## src/rtl/friet_c_lwc_buffer_out_pkg.sv

```systemverilog
// Shared definitions for the FRIET-C LWC output buffer.
// Occupancy encodings are shared with the input buffer checks and the LWC controller.
package friet_c_lwc_buffer_out_pkg;

   typedef enum logic [1:0] {
      ST_EMPTY = 2'd0,  // no word held
      ST_ONE   = 2'd1,  // main slot valid
      ST_TWO   = 2'd2   // main and skid slots valid
   } state_e;

endpackage

```

## src/rtl/friet_c_lwc_buffer_out_slot.sv

```systemverilog
// One storage slot of the output buffer: a load-enabled register.
// It holds {last, data} as a single vector.
module friet_c_lwc_buffer_out_slot #(
   parameter int G_WIDTH = 33
) (
   input  logic               clk,
   input  logic               load_i,
   input  logic [G_WIDTH-1:0] d_i,
   output logic [G_WIDTH-1:0] q_o
);

   logic [G_WIDTH-1:0] data_q;

   // Capture d_i when load_i is high, otherwise hold.
   // NOTE: the data path is deliberately unreset; the occupancy state alone
   // decides whether a word is valid, so stale contents are never observed.
   always_ff @(posedge clk) begin
      if (load_i) data_q <= d_i;
   end

   assign q_o = data_q;

endmodule

```

## src/rtl/friet_c_lwc_buffer_out.sv

```systemverilog
// Output-side elastic buffer between the FRIET-C result path and the LWC do_ port.
// Two-entry skid buffer: one word per cycle and in-order delivery. din_ready comes
// from the occupancy register only, so dout_ready has no combinational path to it.
module friet_c_lwc_buffer_out
   import friet_c_lwc_buffer_out_pkg::*;
#(
   parameter int G_WIDTH = 32
) (
   input  logic               clk,
   input  logic               rst,
   input  logic [G_WIDTH-1:0] din,
   input  logic               din_last,
   input  logic               din_valid,
   output logic               din_ready,
   output logic [G_WIDTH-1:0] dout,
   output logic               dout_last,
   output logic               dout_valid,
   input  logic               dout_ready,
   output logic               idle
);

   state_e           state_q;
   state_e           state_d;
   logic             push;
   logic             pop;
   logic             main_load;
   logic             main_from_skid;
   logic             skid_load;
   logic [G_WIDTH:0] in_word;
   logic [G_WIDTH:0] main_d;
   logic [G_WIDTH:0] main_q;
   logic [G_WIDTH:0] skid_q;

   // Occupancy register; reset discards any buffered words immediately.
   // NOTE: sequential state is written with non-blocking assignments so every
   // flop samples the pre-edge values, independent of process ordering.
   always_ff @(posedge clk or negedge rst) begin
      if (!rst) state_q <= ST_EMPTY;
      else      state_q <= state_d;
   end

   assign push = din_valid & din_ready;
   assign pop  = dout_valid & dout_ready;

   // Next occupancy. Ternaries keep an unknown push/pop visible as an unknown state.
   // NOTE: every combinational output gets a default first, so no path leaves
   // it unassigned and no latch is inferred.
   always_comb begin
      state_d = ST_EMPTY;
      case (state_q)
         ST_EMPTY: state_d = push ? ST_ONE : ST_EMPTY;
         ST_ONE:   state_d = push ? (pop ? ST_ONE : ST_TWO)
                                  : (pop ? ST_EMPTY : ST_ONE);
         ST_TWO:   state_d = pop ? ST_ONE : ST_TWO;
         default:  state_d = ST_EMPTY;  // unused encoding recovers to empty
      endcase
   end

   // Handshake outputs and slot load controls decoded from the occupancy state.
   always_comb begin
      din_ready      = 1'b0;
      dout_valid     = 1'b0;
      idle           = 1'b1;
      main_load      = 1'b0;
      main_from_skid = 1'b0;
      skid_load      = 1'b0;
      case (state_q)
         ST_EMPTY: begin
            din_ready = rst;
            main_load = din_valid & rst;
         end
         ST_ONE: begin
            din_ready  = rst;
            dout_valid = 1'b1;
            idle       = 1'b0;
            // Refill main when it drains in the same cycle, otherwise park in skid.
            main_load  = din_valid & rst & dout_ready;
            skid_load  = din_valid & rst & ~dout_ready;
         end
         ST_TWO: begin
            dout_valid     = 1'b1;
            idle           = 1'b0;
            main_load      = dout_ready;
            main_from_skid = 1'b1;
         end
         default: begin
            // Unused encoding presents as empty; the next edge returns to ST_EMPTY.
            din_ready = rst;
         end
      endcase
   end

   assign in_word = {din_last, din};
   assign main_d  = main_from_skid ? skid_q : in_word;

   friet_c_lwc_buffer_out_slot #(
      .G_WIDTH (G_WIDTH + 1)
   ) u_main (
      .clk    (clk),
      .load_i (main_load),
      .d_i    (main_d),
      .q_o    (main_q)
   );

   friet_c_lwc_buffer_out_slot #(
      .G_WIDTH (G_WIDTH + 1)
   ) u_skid (
      .clk    (clk),
      .load_i (skid_load),
      .d_i    (in_word),
      .q_o    (skid_q)
   );

   assign dout      = main_q[G_WIDTH-1:0];
   assign dout_last = main_q[G_WIDTH];

endmodule

```

## config.mk

```make
export PLATFORM = sky130hd
export DESIGN_NAME = friet_c_lwc_buffer_out
export DESIGN_NICKNAME = d
export VERILOG_FILES = /design/src/rtl/friet_c_lwc_buffer_out_pkg.sv /design/src/rtl/friet_c_lwc_buffer_out_slot.sv /design/src/rtl/friet_c_lwc_buffer_out.sv
export SDC_FILE = /design/constraint.sdc
export NUM_CORES = 1
export LEC_CHECK = 0
export ABC_AREA = 1
export BUFFER_PORTS_ARGS = -buffer_cell sky130_fd_sc_hd__buf_2
export CAP_MARGIN = 20
export CORE_MARGIN = 4
export CORE_UTILIZATION = 46
export DETAILED_ROUTE_END_ITERATION = 10
export GPL_TIMING_DRIVEN = 0
export PLACE_DENSITY_LB_ADDON = 0.1
export SLEW_MARGIN = 40
export SYNTH_ARGS = -nofsm -noshare
export SYNTH_HDL_FRONTEND = slang
export SYNTH_SLANG_ARGS = --single-unit
```

## constraint.sdc

```tcl
create_clock -name clk -period 3.05 [get_ports clk]
set_input_delay 0.305 -clock clk [delete_from_list [all_inputs] [get_ports clk]]
set_output_delay 0.305 -clock clk [all_outputs]
set_load 0.05 [all_outputs]
```

==> flow_metrics.env, run 1 <==
export IMPL_status="finished, final reports clean"
export IMPL_root_buffer="clkbuf_8"
export IMPL_ctsResizeCount=0
export IMPL_crit_required_ps=2740
export IMPL_vias_per_cell=4.64
export IMPL_relSlewSlack_pct=61.3
export IMPL_synth_area_um2=2640
export IMPL_syn_to_final_growth_pct=29.4
export IMPL_crit_family="buffers and inverters"
export IMPL_ioPinCount=73
export IMPL_cp_cell_sequence="inv_1, ha_1, buf_6, buf_2, nor2_1, buf_2"
export IMPL_grt_use_total_pct=16.1
export IMPL_num_nets_final=334
export IMPL_cts_clk_slew_worst_paths_ps=80
export IMPL_hold_viol=0
export IMPL_critPathMaxFanout=10
export IMPL_vias=1712
export IMPL_power_leakage_nw=1.49
export IMPL_drc=0
export IMPL_numPortBuffers=72
export IMPL_coreArea_um2=5540
export IMPL_min_period_ps=1990
export IMPL_crit_slowest_cell="dfrtp_1"
export IMPL_worst_path_most_repeated_cell="buf_2"
export IMPL_rr_worst_depth=5
export IMPL_cts_sinks=68
export IMPL_antenna_found_initial=0
export IMPL_dieArea_um2=7000
export IMPL_tightest_slew_ps=579
export IMPL_dieWidth_um=83.7
export IMPL_synthTopCellsByArea="edfxtp_1 75%, nand2_1 16%, ha_1 2.4%, dfrtp_1 1.9%, buf_6 1.7%"
export IMPL_first_global_vias=1830
export IMPL_die_y_um=83.7
export IMPL_first_pass_iters=4
export IMPL_max_stage_delay_ps=380
export IMPL_cts_buffers_inserted=9
export IMPL_critPathLaunchType="flop"
export IMPL_wire_per_inst_um=14.0
export IMPL_crit_type="reg2out"
export IMPL_powerDensity_nw_per_um2=862
export IMPL_antennaDiodeCount=0
export IMPL_power_total_w=0.00294
export IMPL_cts_tree="built"
export IMPL_crit_end="din_ready"
export IMPL_fin_ws_ps=1060
export IMPL_setup_violations_final=0
export IMPL_grt_max_degree=18
export IMPL_grt_ovfl_total=0
export IMPL_rsz0062_at_grt="no"
export IMPL_yosys_area_top_type="edfxtp_1"
export IMPL_slew_viol_final=0
export IMPL_htree_levels=3
export IMPL_syn_inst=205
export IMPL_setup_worst_path_start="state_q[0]$_DFF_PN0_"
export IMPL_drv_cap=0
export IMPL_fin_skew_ps=6.94
export IMPL_drive_gt1_share_pct=33.7
export IMPL_place_hpwl_um=3520
export IMPL_start_util_pct=47.6
export IMPL_reg2reg_from="state_q[1]$_DFF_PN0_"
export IMPL_postRouteAntennaNets=0
export IMPL_grt_pass1_wl_um=8820
export IMPL_holdBufCountCts=1
export IMPL_r2r_end="u_skid.q_o[14]$_DFFE_PP_"
export IMPL_reg2reg_slack_ps=1250
export IMPL_hold_class="in2reg"
export IMPL_syn_avg_cell_area_um2=12.9
export IMPL_wirelength_um=5170
export IMPL_dp_slack_ps=1240
export IMPL_clock_fmax_mhz=503
export IMPL_synth_seq_area_share_pct=77.1
export IMPL_cts_setup_buffers=0
export IMPL_yosysWarnings=0
export IMPL_rows=27
export IMPL_cp_arrival_ps=1680
export IMPL_netlist_area_leader_share_pct=75.2
export IMPL_insertion_delay_ps=330
export IMPL_clockBufferDepth=2
export IMPL_vdd_drop_max_mv=0.718
export IMPL_crit_cells=6
export IMPL_dr_first_iter_drc_count=96
export IMPL_timing_critical_path_buf_inv=4
export IMPL_syn_num_nets=247
export IMPL_synth_cell_type_count=12
export IMPL_ys_ff_latch=68
export IMPL_finalCritPeriodShare_pct=65.1
export IMPL_gp_congestion=0.751
export IMPL_end_kind="primary output"
==> worst min path at each step <==
stage / startpoint / endpoint / slack [ps] / cells past startpoint
6_report: din[22] / u_skid.q_o[22]$_DFFE_PP_ / 160 / 1
5_1_grt: din[22] / u_skid.q_o[22]$_DFFE_PP_ / 130 / 1
4_1_cts: din[22] / u_skid.q_o[22]$_DFFE_PP_ / 140 / 1
3_5_place_dp: rst / state_q[0]$_DFF_PN0_ / 110 / 1
3_3_place_gp: rst / state_q[0]$_DFF_PN0_ / 110 / 1
2_1_floorplan: rst / state_q[0]$_DFF_PN0_ / 9 / 0
==> synth_stat cells (all sizes together) <==
master,number
inv,8
nand4,1
a21oi,2
o21a,1
buf,7
nand2,109
edfxtp,66
ha,5
nor2,4
dfrtp,2
==> metrics by stage <==
stage	TNS, ps	instances	cell area, um^2	util (%)	hold slack [ps]
after floorplan	0	205	2640	-	9.41
after global placement	-34610	349	3090	55.7	112
after detailed placement	0	352	3160	57.1	111
after CTS	0	369	3410	61.6	137
after global routing	0	369	3410	61.6	135
final	0	369	3410	61.6	156
==> cells by family after synthesis <==
group / synth area share, %
and+or+nand+nor: 16.3
DFF: 77.1
buffers and inverters: 3.51
adders and majority gates: 2.37
AOI/OAI and AO/OA: 0.665
==> worst reg2reg max path, delay by kind of cell, from the launching register on <==
family                     cells  cell delay [ps]
and+or+nand+nor                2              570
DFF                            1              400
buffers and inverters          2              320
adders and majority gates      1              210
==> cells in the final DEF (no fill, tap or decap), types with 2 or more instances in the layout <==
master / n
buf_2: 75
nand2_1: 109
buf_6: 4
bufinv_16: 3
edfxtp_1: 66
ha_1: 5
clkbuf_8: 9
nor2_1: 3
inv_1: 7
buf_8: 2
dfrtp_1: 2
==> metal layers <==
metal	routed length [um]	part of all wire (%)	vias up	global-route usage, %
met5	0	0	-	0
met4	80	1.5	0	6.29
met2	2500	48	51	26.6
met1	2230	43	797	19.7
met3	357	6.9	8	5.23
li1	-	-	856	-
==> state kept, by name, indices dropped and copies added, names as in the netlist <==
register	flops
state_q	2
u_main.q_o	33
u_skid.q_o	33
==> where the power goes <==
part           total [W]  leakage [nW]  internal, W  switching, W
logic           0.000837         0.742     0.000206      0.000631
registers        0.00122         0.631      0.00119     0.0000329
clock network   0.000882         0.117     0.000545      0.000337
total            0.00294          1.49      0.00194       0.00100
==> final cells by class <==
class	instances	area, um^2
Fill cell	458	2130
Sequential cell	68	2030
Multi-Input combinational cell	122	529
Timing Repair Buffer	76	428
Clock buffer	10	128
Clock inverter	6	111
Tap cell	72	90.1
Buffer	7	60.1
Inverter	8	32.5
Note: power is estimated with default switching activity, not from simulation.
==> inputs of run 2 (changes only) <==
--- a/config.mk
+++ b/config.mk
@@ -5,7 +5,7 @@
 export SDC_FILE = /design/constraint.sdc
 export NUM_CORES = 1
 export LEC_CHECK = 0
-export ABC_AREA = 1
+export ABC_AREA = 0
 export BUFFER_PORTS_ARGS = -buffer_cell sky130_fd_sc_hd__buf_2
 export CAP_MARGIN = 20
 export CORE_MARGIN = 4
==> constraint.sdc (replaced) <==
create_clock -name clk -period 1.72 [get_ports clk]
set_input_delay 0.172 -clock clk [delete_from_list [all_inputs] [get_ports clk]]
set_output_delay 0.172 -clock clk [all_outputs]
set_load 0.05 [all_outputs]
==> run 2 against run 1 <==
Global-route usage decreased by 1.1 points. Clock skew about the same. First-iteration DRC count decreased by 29%. Final area increased by 3.7%. Critical endpoint is now u_main.q_o[28]$_DFFE_PP_. Highest routed layer unchanged.
==> flow_metrics.env, run 2 <==
export IMPL_relSlewSlack_pct=82.5
export IMPL_root_buffer="clkbuf_8"
export IMPL_vias=1499
export IMPL_syn_inst=128
export IMPL_numPortBuffers=72
export IMPL_yosysWarnings=0
export IMPL_drv_cap=0
export IMPL_critPathMaxFanout=8
export IMPL_dp_slack_ps=-261
export IMPL_seq_area_um2=2030
export IMPL_drc=0
export IMPL_fin_ws_ps=79.1
export IMPL_status="finished, final reports clean"
export IMPL_synth_cell_type_count=17
export IMPL_synthTopCellsByArea="edfxtp_1 76%, mux2_2 14%, ha_1 2.4%, dfrtp_1 1.9%, buf_6 1.3%"
export IMPL_clockBufferDepth=2
export IMPL_critPathLaunchType="flop"
export IMPL_grt_use_total_pct=15.0
export IMPL_hold_viol=0
export IMPL_crit_required_ps=1770
export IMPL_cts_clk_slew_worst_paths_ps=70
export IMPL_rsz0062_at_grt="no"
export IMPL_antennaDiodeCount=0
export IMPL_cts_tree="built"
export IMPL_netlist_area_leader_share_pct=76.3
export IMPL_start_util_pct=47.1
export IMPL_power_leakage_nw=1.38
export IMPL_grt_max_degree=13
export IMPL_synthTopCellsByCount="66 x edfxtp_1, 33 x mux2_2, 5 x ha_1, 5 x nand2_1"
export IMPL_cp_arrival_ps=1690
export IMPL_end_kind="flop"
export IMPL_wirelength_um=4820
export IMPL_grt_pass1_wl_um=7780
export IMPL_gp_congestion=0.749
export IMPL_yosys_area_top_type="edfxtp_1"
export IMPL_cts_sinks=68
export IMPL_wire_per_inst_um=15.6
export IMPL_first_pass_iters=4
export IMPL_die_y_um=83.1
export IMPL_vias_per_cell=4.85
export IMPL_num_nets_final=274
export IMPL_syn_num_nets=170
export IMPL_yosys_cell_count_top_type="edfxtp_1"
export IMPL_vdd_drop_max_mv=0.861
export IMPL_postRouteAntennaNets=0
export IMPL_synth_edf_count=66
export IMPL_antenna_found_initial=0
export IMPL_coreArea_um2=5510
export IMPL_fin_skew_ps=6.85
export IMPL_min_period_ps=1640
export IMPL_fill_cells=428
export IMPL_setup_violations_final=0
export IMPL_syn_avg_cell_area_um2=20.3
export IMPL_hold_class="in2reg"
export IMPL_multiInputGateArea_um2=578
export IMPL_dieWidth_um=83.1
export IMPL_hold_slack_ps=30.5
export IMPL_grt_ovfl_total=0
export IMPL_hold_path_depth=1
export IMPL_syn_to_final_growth_pct=36.3
export IMPL_synth_seq_area_share_pct=78.3
export IMPL_synth_ff_type="edfxtp_1"
export IMPL_cts_buffers_inserted=9
export IMPL_powerDensity_nw_per_um2=1460
export IMPL_tightest_slew_ps=264
export IMPL_ys_async_sr_fraction_pct=2.94
export IMPL_mostFrequentLayoutCells="72 x buf_2, 66 x edfxtp_1, 33 x mux2_2"
export IMPL_insertion_delay_ps=330
export IMPL_htree_levels=3
export IMPL_clock_fmax_mhz=609
export IMPL_first_global_vias=1583
export IMPL_final_common_cell="buf_2"
export IMPL_dieArea_um2=6910
export IMPL_dr_first_iter_drc_count=68
export IMPL_finalCritPeriodShare_pct=95.4
export IMPL_rr_worst_depth=5
export IMPL_crit_type="reg2reg"
export IMPL_drive_gt1_share_pct=63.3
export IMPL_slew_viol_final=0
export IMPL_place_hpwl_um=3390
export IMPL_synth_area_um2=2600
export IMPL_ioPinCount=73
export IMPL_rows=27
export IMPL_ys_ff_latch=68
run 2: cell count changes after synthesis, sizes merged, moves of 2 or more:
cell | before | now
buf | 7 | 4
a31oi | 0 | 2
inv | 8 | 3
mux2 | 0 | 33
nand2 | 109 | 5
nor2 | 4 | 1
run 2: layer usage:
metal  part of all wire, %  up-vias  GRT usage [%]
met5                     0        -              0
met4                   2.3        0           9.51
met3                   5.7       10           4.46
met2                    54       44           25.8
met1                    38      733           16.0
li1                      -      712              -
run 2: worst max-delay path, cell delays in order, from the launching register on:
cell	delay, ps
dfrtp_2	440
inv_2	90
ha_1	200
nand3_2	110
a31oi_4	220
bufbuf_16	300
run 2: cell type report:
type                       count  share of cell area (%)
buffer                         3                    1.03
clock buffer                   9                    3.50
clock inverter                 7                    1.91
inverter                       3                   0.318
multi-input combinational     53                    16.3
sequential                    68                    57.5
tap                           72                    2.55
timing repair buffer          94                    16.9
run 2: path summary, 6_finish.rpt:
path,start,to,slack [ps]
setup / recovery,state_q[1]$_DFF_PN0_,u_main.q_o[28]$_DFFE_PP_,80
hold / removal,din[29],u_skid.q_o[29]$_DFFE_PP_,30
setup reg to reg,state_q[1]$_DFF_PN0_,u_main.q_o[28]$_DFFE_PP_,80
hold reg to reg,u_skid.q_o[9]$_DFFE_PP_,u_main.q_o[9]$_DFFE_PP_,550
max in group asynchronous,rst,state_q[1]$_DFF_PN0_,1360
min in group asynchronous,rst,state_q[0]$_DFF_PN0_,190
run 2: stage by stage:
step | setup TNS (ps) | utilization (%) | instance area [um^2] | instances | total power, W
CTS | -76.2 | 63.3 | 3490 | 305 | 0.00519
global route | 0 | 64.3 | 3540 | 309 | 0.00541
global placement | -44580 | 56.0 | 3080 | 272 | 0.00364
detailed placement | -8540 | 57.2 | 3150 | 277 | 0.00376
floorplan | -17590 | - | 2630 | 128 | 0.00334
finish | 0 | 64.3 | 3540 | 309 | 0.00516
run 2: logic make-up (layout without fill, tap and decap cells):
family          after synthesis  in the layout  share of synthesized area, %
compound gates                3              3                         0.674
mux                          33             33                          14.3
fa+ha+maj                     5              5                          2.41
flops                        68             68                          78.3
buf+inv                       7            116                          1.93
simple gates                 12             12                          2.41
run 2: power breakdown:
part           internal [W]  total, W  switching (W)  leakage [nW]
Sequential          0.00212   0.00218      0.0000617         0.630
Clock              0.000663   0.00124       0.000577         0.103
Combinational      0.000629   0.00175        0.00112         0.646
run 2: timing repair:
action / CTS / global route
endpoints found under the setup margin: 56 / 26
resized for setup: 7 / 3
pin swaps: 1 / 1
endpoints found under the hold margin: 2 / 3
hold buffers: 1 / 3
buffers inserted: 11 / 1
cloned: 1 / 0
==> inputs of run 3 (changes only) <==
--- a/config.mk
+++ b/config.mk
@@ -13,7 +13,9 @@
 export DETAILED_ROUTE_END_ITERATION = 10
 export GPL_TIMING_DRIVEN = 0
 export PLACE_DENSITY_LB_ADDON = 0.1
+export RECOVER_POWER = 100
 export SLEW_MARGIN = 40
 export SYNTH_ARGS = -nofsm -noshare
 export SYNTH_HDL_FRONTEND = slang
+export SYNTH_HIERARCHICAL = 1
 export SYNTH_SLANG_ARGS = --single-unit
==> run 3 against run 2 <==
Critical path depth unchanged. Count of clock-buffer cells in the layout unchanged. Die area unchanged.
==> flow_metrics.env, run 3 <==
export IMPL_numPortBuffers=72
export IMPL_netlist_area_leader_share_pct=76.3
export IMPL_drc=0
export IMPL_gp_congestion=0.763
export IMPL_antenna_found_initial=0
export IMPL_cp_cell_sequence="inv_2, ha_4, nand4_1, a31oi_4, bufbuf_16"
export IMPL_dieArea_um2=6910
export IMPL_cp_arrival_ps=1750
export IMPL_clock_fmax_mhz=591
export IMPL_relSlewSlack_pct=57.8
export IMPL_drive_gt1_share_pct=42.6
export IMPL_coreArea_um2=5510
export IMPL_postRouteAntennaNets=0
export IMPL_die_y_um=83.1
export IMPL_crit_type="reg2reg"
export IMPL_setup_tns_ps=0
export IMPL_grt_ovfl_total=0
export IMPL_fin_skew_ps=10.2
export IMPL_grt_pass1_wl_um=7590
export IMPL_end_kind="flop"
export IMPL_drv_cap=0
export IMPL_place_hpwl_um=3350
export IMPL_seq_area_um2=2030
export IMPL_synth_cell_type_count=17
export IMPL_syn_avg_cell_area_um2=20.3
export IMPL_dieWidth_um=83.1
export IMPL_cts_clk_slew_worst_paths_ps=70
export IMPL_synth_seq_area_share_pct=78.3
export IMPL_powerDensity_nw_per_um2=1480
export IMPL_crit_slowest_cell="dfrtp_1"
export IMPL_cts_buffers_inserted=9
export IMPL_syn_to_final_growth_pct=33.8
export IMPL_wire_per_inst_um=15.5
export IMPL_status="finished, final reports clean"
export IMPL_first_pass_iters=4
export IMPL_cts_tree="built"
export IMPL_synth_edf_count=66
export IMPL_reg2reg_slack_ps=30
export IMPL_synthTopCellsByCount="66 x edfxtp_1, 33 x mux2_2, 5 x ha_1, 5 x nand2_1"
export IMPL_ys_ff_latch=68
export IMPL_synthTopCellsByArea="edfxtp_1 76%, mux2_2 14%, ha_1 2.4%, dfrtp_1 1.9%, buf_6 1.3%"
export IMPL_mostFrequentLayoutCells="66 x edfxtp_1, 47 x clkbuf_1, 33 x mux2_2"
export IMPL_critPathLaunchType="flop"
export IMPL_finalNonFillerCells=307
export IMPL_utilization_pct=63.1
export IMPL_dr_first_iter_drc_count=64
export IMPL_grt_max_degree=13
export IMPL_power_leakage_nw=1.23
export IMPL_syn_num_nets=170
export IMPL_rows=27
export IMPL_crit_family="flip-flops"
export IMPL_yosys_cell_count_top_type="edfxtp_1"
export IMPL_start_util_pct=47.1
export IMPL_ys_async_sr_fraction_pct=2.94
export IMPL_wirelength_um=4750
export IMPL_cts_sinks=68
export IMPL_insertion_delay_ps=330
export IMPL_clockBufferDepth=2
export IMPL_htree_levels=3
export IMPL_setup_violations_final=0
export IMPL_slew_viol_final=0
export IMPL_min_period_ps=1690
export IMPL_vias_per_cell=4.88
export IMPL_final_common_cell="edfxtp_1"
export IMPL_fill_cells=451
export IMPL_rsz0062_at_grt="yes"
export IMPL_vias=1497
export IMPL_yosys_area_top_type="edfxtp_1"
export IMPL_ioPinCount=73
export IMPL_synth_ff_type="edfxtp_1"
export IMPL_timing_critical_path_buf_inv=2
export IMPL_first_global_vias=1529
export IMPL_dp_cells=277
export IMPL_vdd_drop_max_mv=0.880
export IMPL_multiInputGateArea_um2=579
export IMPL_root_buffer="clkbuf_8"
export IMPL_max_stage_delay_ps=440
export IMPL_syn_inst=128
export IMPL_antennaDiodeCount=0
export IMPL_yosysWarnings=6
export IMPL_crit_required_ps=1770
export IMPL_num_nets_final=272
export IMPL_finalCritPeriodShare_pct=98.5
export IMPL_grt_use_total_pct=14.4
export IMPL_hold_class="in2reg"
export IMPL_hold_viol=0
export IMPL_critPathMaxFanout=6
export IMPL_synth_area_um2=2600
export IMPL_tightest_slew_ps=635
-- run 3: cell families (layout without fill, tap and decap cells) --
logic type | Yosys count | after routing | synth area share [%]
buf+inv | 7 | 114 | 1.93
flops | 68 | 68 | 78.3
simple gates | 12 | 12 | 2.41
fa+ha+maj | 5 | 5 | 2.41
mux | 33 | 33 | 14.3
compound gates | 3 | 3 | 0.674
-- run 3: cell type report --
type                       count  share of cell area (%)
timing repair buffer          92                    15.4
buffer                         3                    1.04
clock inverter                 7                    1.94
multi-input combinational     53                    16.7
clock buffer                   9                    3.57
tap                           72                    2.59
inverter                       3                   0.324
sequential                    68                    58.5
-- run 3: path summary, 6_finish.rpt --
check / startpoint / endpoint / depth (start not counted)
max in group asynchronous: rst / state_q[0]$_DFF_PN0_ / 2
max reg2reg: state_q[1]$_DFF_PN0_ / u_main/q_o[14]$_DFFE_PP_ / 5
min in group asynchronous: rst / state_q[1]$_DFF_PN0_ / 2
min: din[31] / u_skid/q_o[31]$_DFFE_PP_ / 1
min reg2reg: u_skid/q_o[15]$_DFFE_PP_ / u_main/q_o[15]$_DFFE_PP_ / 1
max: state_q[1]$_DFF_PN0_ / u_main/q_o[14]$_DFFE_PP_ / 5
-- run 3: stage by stage --
step                      total power (W)  worst slack [ps]  hold WS [ps]  area [um^2]
after detailed placement          0.00372              -357         -7.79         3140
after floorplan                   0.00334              -277          -124         2630
after global placement            0.00363              -706         -13.9         3080
final                             0.00514              26.6          24.6         3470
after global routing              0.00539             -37.8          2.26         3470
after CTS                         0.00515              2.99          6.64         3470
-- run 3: repair_timing --
action,in CTS,in global routing
setup endpoints to repair,61,35
setup buffers,9,2
resized for setup,5,9
hold endpoints to repair,2,1
hold buffers,1,1
pin swaps,2,1
gates cloned,2,0
-- run 3: layer usage --
metal	vias to the layer above	GRT usage (%)	share of wire (%)
met4	0	7.58	2.1
met1	734	17.4	41
met3	11	4.17	5.8
met2	49	23.3	51
li1	703	-	-
met5	-	0	0
-- run 3: power breakdown --
part           leakage, nW  internal (W)  switching [W]  total [W]
Combinational        0.506      0.000599        0.00113    0.00173
Sequential           0.632       0.00211      0.0000641    0.00218
Clock               0.0926      0.000661       0.000575    0.00124
